[src/rtl/cursor_input.sv]
// cursor_input: debounced push-button front end producing an 8x8
// board cursor and placement/reject strobes for the game controller.
module cursor_input #(
  parameter int DEBOUNCE_CYCLES = 500000,
  parameter int REPEAT_DELAY    = 25000000,
  parameter int REPEAT_RATE     = 10000000
) (
  input  logic                 i_clk,
  input  logic                 i_rst_n,
  input  logic                 i_enable,
  input  logic                 i_key_up,
  input  logic                 i_key_down,
  input  logic                 i_key_left,
  input  logic                 i_key_right,
  input  logic                 i_key_place,
  input  logic [0:7][0:7][1:0] i_board,
  output logic [2:0]           o_row,
  output logic [2:0]           o_col,
  output logic                 o_player_done,
  output logic                 o_reject
);

  localparam int NK   = 5;
  localparam int K_UP = 0;
  localparam int K_DN = 1;
  localparam int K_LF = 2;
  localparam int K_RT = 3;
  localparam int K_PL = 4;

  localparam int DBW  = $clog2(DEBOUNCE_CYCLES + 1);
  localparam int RMAX = (REPEAT_DELAY > REPEAT_RATE) ?
                        REPEAT_DELAY : REPEAT_RATE;
  localparam int RPW  = $clog2(RMAX + 1);

  localparam logic [DBW-1:0] DB_LIM = DBW'(DEBOUNCE_CYCLES);
  localparam logic [RPW-1:0] RD_LIM = RPW'(REPEAT_DELAY - 1);
  localparam logic [RPW-1:0] RR_LIM = RPW'(REPEAT_RATE - 1);

  typedef enum logic [1:0] {
    S_IDLE,
    S_ACTIVE,
    S_LOCK
  } state_t;

  logic [NK-1:0]  w_raw;
  logic [NK-1:0]  r_sync1;
  logic [NK-1:0]  r_sync2;
  logic [NK-1:0]  w_deb;
  logic [NK-1:0]  r_deb_q;
  logic [NK-1:0]  w_press;

  logic           w_any_held;
  logic           w_dir_press;
  logic [3:0]     w_sel;
  logic [RPW-1:0] r_rep_cnt;
  logic           r_rep_run;
  logic [RPW-1:0] w_rep_lim;
  logic           w_step;
  logic [3:0]     w_ev;
  logic           w_place_ev;
  logic           w_cell_empty;

  state_t         r_state;
  state_t         w_state_nxt;
  logic           w_done_nxt;
  logic           w_rej_nxt;
  logic           w_move;

  logic [2:0]     r_row;
  logic [2:0]     r_col;
  logic [2:0]     w_row_nxt;
  logic [2:0]     w_col_nxt;
  logic           r_done;
  logic           r_rej;

  assign w_raw = {i_key_place, i_key_right, i_key_left,
                  i_key_down, i_key_up};

  always_ff @(posedge i_clk or negedge i_rst_n) begin
    if (!i_rst_n) begin
      r_sync1 <= '0;
      r_sync2 <= '0;
      r_deb_q <= '0;
    end else begin
      r_sync1 <= w_raw;
      r_sync2 <= r_sync1;
      r_deb_q <= w_deb;
    end
  end

  for (genvar k = 0; k < NK; k++) begin : g_deb
    logic [DBW-1:0] r_cnt;
    logic           r_lvl;

    always_ff @(posedge i_clk or negedge i_rst_n) begin
      if (!i_rst_n) begin
        r_cnt <= '0;
        r_lvl <= 1'b0;
      end else if (r_sync2[k] == r_lvl) begin
        r_cnt <= '0;
      end else if (r_cnt == DB_LIM) begin
        r_lvl <= r_sync2[k];
        r_cnt <= '0;
      end else begin
        r_cnt <= r_cnt + 1'b1;
      end
    end

    assign w_deb[k] = r_lvl;
  end

  assign w_press     = w_deb & ~r_deb_q;
  assign w_any_held  = |w_deb[K_RT:K_UP];
  assign w_dir_press = |w_press[K_RT:K_UP];

  // Repeat follows the highest-priority held direction only.
  always_comb begin
    w_sel = '0;
    case (1'b1)
      w_deb[K_UP]: w_sel[K_UP] = 1'b1;
      w_deb[K_DN]: w_sel[K_DN] = 1'b1;
      w_deb[K_LF]: w_sel[K_LF] = 1'b1;
      w_deb[K_RT]: w_sel[K_RT] = 1'b1;
      default:     w_sel = '0;
    endcase
  end

  assign w_rep_lim = r_rep_run ? RR_LIM : RD_LIM;
  assign w_step    = w_any_held && !w_dir_press &&
                     (r_rep_cnt == w_rep_lim);

  always_ff @(posedge i_clk or negedge i_rst_n) begin
    if (!i_rst_n) begin
      r_rep_cnt <= '0;
      r_rep_run <= 1'b0;
    end else if (w_dir_press || !w_any_held) begin
      r_rep_cnt <= '0;
      r_rep_run <= 1'b0;
    end else if (w_step) begin
      r_rep_cnt <= '0;
      r_rep_run <= 1'b1;
    end else begin
      r_rep_cnt <= r_rep_cnt + 1'b1;
    end
  end

  assign w_ev         = w_press[K_RT:K_UP] | (w_step ? w_sel : 4'b0);
  assign w_place_ev   = w_press[K_PL];
  assign w_cell_empty = (i_board[r_row][r_col] == 2'd2);

  always_comb begin
    w_state_nxt = r_state;
    w_done_nxt  = 1'b0;
    w_rej_nxt   = 1'b0;
    w_move      = 1'b0;
    unique case (r_state)
      S_IDLE: begin
        if (i_enable && !w_deb[K_PL])
          w_state_nxt = S_ACTIVE;
      end
      S_ACTIVE: begin
        if (w_place_ev) begin
          if (w_cell_empty) begin
            w_done_nxt  = 1'b1;
            w_state_nxt = S_LOCK;
          end else begin
            w_rej_nxt = 1'b1;
          end
        end else begin
          w_move = 1'b1;
          if (!i_enable)
            w_state_nxt = S_IDLE;
        end
      end
      S_LOCK: begin
        if (!i_enable)
          w_state_nxt = S_IDLE;
      end
      default: w_state_nxt = S_IDLE;
    endcase
  end

  // Opposing events in the same cycle cancel on that axis.
  always_comb begin
    w_row_nxt = r_row;
    w_col_nxt = r_col;
    if (w_move) begin
      if (w_ev[K_UP] && !w_ev[K_DN])
        w_row_nxt = r_row - 3'd1;
      else if (w_ev[K_DN] && !w_ev[K_UP])
        w_row_nxt = r_row + 3'd1;
      if (w_ev[K_LF] && !w_ev[K_RT])
        w_col_nxt = r_col - 3'd1;
      else if (w_ev[K_RT] && !w_ev[K_LF])
        w_col_nxt = r_col + 3'd1;
    end
  end

  always_ff @(posedge i_clk or negedge i_rst_n) begin
    if (!i_rst_n) begin
      r_state <= S_IDLE;
      r_row   <= 3'd2;
      r_col   <= 3'd3;
      r_done  <= 1'b0;
      r_rej   <= 1'b0;
    end else begin
      r_state <= w_state_nxt;
      r_row   <= w_row_nxt;
      r_col   <= w_col_nxt;
      r_done  <= w_done_nxt;
      r_rej   <= w_rej_nxt;
    end
  end

  assign o_row         = r_row;
  assign o_col         = r_col;
  assign o_player_done = r_done;
  assign o_reject      = r_rej;

endmodule

[config.mk]
export PLATFORM = sky130hd
export DESIGN_NAME = cursor_input
export DESIGN_NICKNAME = d
export VERILOG_FILES = /design/src/rtl/cursor_input.sv
export SDC_FILE = /design/constraint.sdc
export NUM_CORES = 1
export LEC_CHECK = 0
export CORE_MARGIN = 2
export CORE_UTILIZATION = 35
export CTS_BUF_LIST = sky130_fd_sc_hd__clkbuf_4
export DETAILED_ROUTE_END_ITERATION = 7
export SLEW_MARGIN = 20
export SYNTH_ARGS = -nofsm -noshare
export SYNTH_HDL_FRONTEND = slang
export SYNTH_SLANG_ARGS = --single-unit
[constraint.sdc]
create_clock -name i_clk -period 3.2 [get_ports i_clk]
set_clock_uncertainty 0.2 [all_clocks]
set_input_delay 0.32 -clock i_clk [delete_from_list [all_inputs] [get_ports i_clk]]
set_output_delay 0.32 -clock i_clk [all_outputs]
set_load 0.02 [all_outputs]
==> results.md <==
- Net Sw Power: 772 uW
- Post-DP HPWL: 14000 um
- DR WL/cell: 14.0 um
- Largest net degree at the start of global routing: 62
- Met3 GRT Util: 4.04%
- Count leader, synth: nor2_1
- Grt total ovfl: 0
- Hold WS: 0.125 ns
- Outcome: complete, but fails checks
- Die Wd: 155 um
- Initial antenna violation count: 1
- Number of CTS-inserted buffers: 17
- Final setup vio count: 1
- Antenna viol nets, final: 0
- M2 GR Usage: 26.0%
- Number of enable flip-flop cells after synthesis: 0
- Startpoint Class: flip-flop
- Pre-antenna DRT Iters: 5
- Cell area after layout: 10200 um^2
- Largest area contributor in the netlist: dfrtp_1
- Flops & latches, synth: 151
- Setup crit end kind: flip-flop
- Most used routing layer: met2
- Core Area: roughly 23000 um^2
- DR vias/cell: 4.88
- Worst EP arrival: 3.43 ns
- Fin. Hold Viols: 0
- Top cells by area, synth: dfrtp_1 (46%), nor2_1 (7.4%), xor2_1 (6.8%)
- Net count reported at finish: 1189
- Net Count, Synth: 1029
- Worst R2R Start: r_rep_cnt[6]$_DFF_PN0_
- Clock power frac: 32.0%
- Setup crit end: o_col[2]$_DFFE_PN0P_
- Post-synth ARST share: 100%
- Syn. warnings: 0
- Via count: 6505
- Internal: 2.58 mW
- Reg2reg end: o_col[2]$_DFFE_PN0P_
- Clk buf depth: 2
- Post-Syn Instances: 878
- FF-to-FF setup slack: -0.03 ns
- CTS tree: yes
- Worst VDD drop: 0.223 mV
- Syn Std Cell Area: roughly 8000 um^2
- Clk Latency, worst-skew pair: 0.53 ns
- # IOs: approximately 140
- Pin slew with the least headroom to its limit: 0.711 ns
- Sw frac: 23.1%
- F_max: 0.310 GHz
- Tmin final: ~3.2 ns
- Clock Pin Slew Worst Setup and Hold Paths: 0.12 ns
- CTS H-tree depth: 4
- Unrepaired setup endpoints after global routing: true
- Layout cells sized above 1: 7.16%
- M1 GR Usage: between 10% and 20%
- Leak Pwr: 4.08 nW
- Slew margin rel.: between 50% and 60%
- DRC Markers: 0
- Worst R2R Path Depth: 13
- Area delta synth->final: 27.2%
- Share of power burned in registers: 58.3%
- CTS Sinks: 151
- Max cap viols: 0
- Total power: 3.35 mW
- Crit Path Class: flip-flop to flip-flop
- Die height: 155 um
- Initial Utilization: 35.5%
- Core Rows: 55
- Launch point of the critical path: r_rep_cnt[6]$_DFF_PN0_
- Slew Limit Fails: 0
- PwrDens: between 300 and 400 nW/um^2
- Seq/Total Area, Yosys: 47.2%
- Full die area: 24100 um^2
- Post-Route WL: ~19000 um
- Root Buffer: clkbuf_4
- Top cell type's share of synthesized area: 46.2%
- Final period utilization: 101%
- Synth cell types: 54
- First-pass GRT wire length: 30600 um
- Worst endpoint required time: 3.40 ns
- Final worst slack: -0.0265 ns
- GPL Wtd Cong: 0.820
- Failing checks: setup timing
- Most frequent cells after synthesis: nor2_1 (159), dfrtp_1 (148), xor2_1 (62)
- Hold WC Path Type: primary input to asynchronous set/reset pin
- CP max FO: 4
- Port buffer count: 143
- Combinational group share of total power: under 10%
- Vias in the first global route: 6322
- Top_reg_cell synth: dfrtp_1
- GRT Total Usage: about 16%
- 1st-iter DRT viols: 357
- Syn avg cell area: between 9 and 10 um^2
- Post-Place Cell Area: 9840 um^2
==> worst min path at each step <==
stage	start	to	cells after the start
floorplan	i_rst_n	g_deb[0].r_cnt[0]$_DFF_PN0_	0
global placement	i_rst_n	g_deb[3].r_cnt[5]$_DFF_PN0_	1
detailed placement	i_rst_n	g_deb[3].r_cnt[5]$_DFF_PN0_	1
CTS	i_rst_n	g_deb[3].r_cnt[1]$_DFF_PN0_	2
global route	i_rst_n	g_deb[3].r_cnt[0]$_DFF_PN0_	2
finish	i_rst_n	g_deb[3].r_cnt[6]$_DFF_PN0_	2
==> layout make-up <==
type / count / area (um^2)
Antenna cell: 1 / 2.50
Inverter: 44 / 165
Sequential cell: 151 / 3780
Tap cell: 285 / 357
Clock inverter: 11 / 111
Clock buffer: 18 / 135
Timing Repair Buffer: 168 / 1650
Multi-Input combinational cell: 656 / 4000
Fill cell: 2182 / 12400
==> metal layers <==
metal / vias up / share of wire [%]
li1: 3296 / -
met1: 3013 / 46
met2: 176 / 46
met3: 20 / 6.1
met4: 0 / 2.1
met5: - / 0
==> cell usage in the layout (no fill, tap or decap), types with 23 or more instances in the layout <==
cell type and count:
nand3_1 49, inv_1 43, xor2_1 62, nor3_1 34, nand2_1 57, nor2_1 159, a21oi_1 23, dfrtp_1 148
clkdlybuf4s50_1 142, xnor2_1 49
==> timing repair <==
| action | in CTS | in global routing |
|---|---|---|
| pin swaps | 3 | 3 |
| setup endpoints to repair | 2 | 5 |
| hold endpoints to repair | 63 | 0 |
| resized for setup | 5 | 5 |
| setup buffers | 1 | 1 |
| hold buffers | 6 | 0 |
==> power by group through the flow <==
stage               Combinational [mW]  Sequential (mW)  Clock [mW]
global placement                 0.323             1.99           0
detailed placement               0.325             1.99           0
global route                     0.358             1.96        1.22
CTS                              0.333             1.95        1.13
finish                           0.325             1.95        1.07
floorplan                       0.0923             1.98           0
==> through the flow <==
step                      cells  worst slack (ns)  util (%)  TNS [ns]
after CTS                  1332           -0.0852      45.1    -0.154
final                      1334           -0.0265      45.2   -0.0265
after floorplan             878            0.0420         -         0
after global placement     1296           -0.0524      43.6   -0.0524
after detailed placement   1296            -0.131      43.6    -0.159
after global routing       1334            -0.166      45.2    -0.358
==> cells by family after synthesis <==
logic type | after synthesis | share of synthesized area, %
adders and majority gates | 15 | 2.53
muxes | 6 | 0.811
AOI/OAI and AO/OA | 78 | 6.19
buffers and inverters | 71 | 3.40
xor gates and xnor gates | 111 | 12.1
DFF | 151 | 47.2
and+or+nand+nor | 446 | 27.8
==> worst max-delay path, stage by stage (launching register included) <==
cell and delay [ns]:
dfrtp_1 0.41, or4b_4 0.57, nor4_4 0.16, o211ai_1 0.13
a21o_1 0.19, or2_4 0.25, o31ai_2 0.16, and2_1 0.15
ha_2 0.18, inv_2 0.04, fa_2 0.33, xnor2_1 0.13
nand2_1 0.08, xnor2_1 0.12
==> sequential cells by signal, indices dropped and copies added, names as in the netlist, 2 cells and up <==
register and cells:
r_state 2, g_deb.r_lvl 5, r_rep_cnt 25, r_deb_q 5, g_deb.r_cnt 95, r_sync2 5
o_col 3, o_row 3, r_sync1 5
Power figures use the tool's default switching activity.
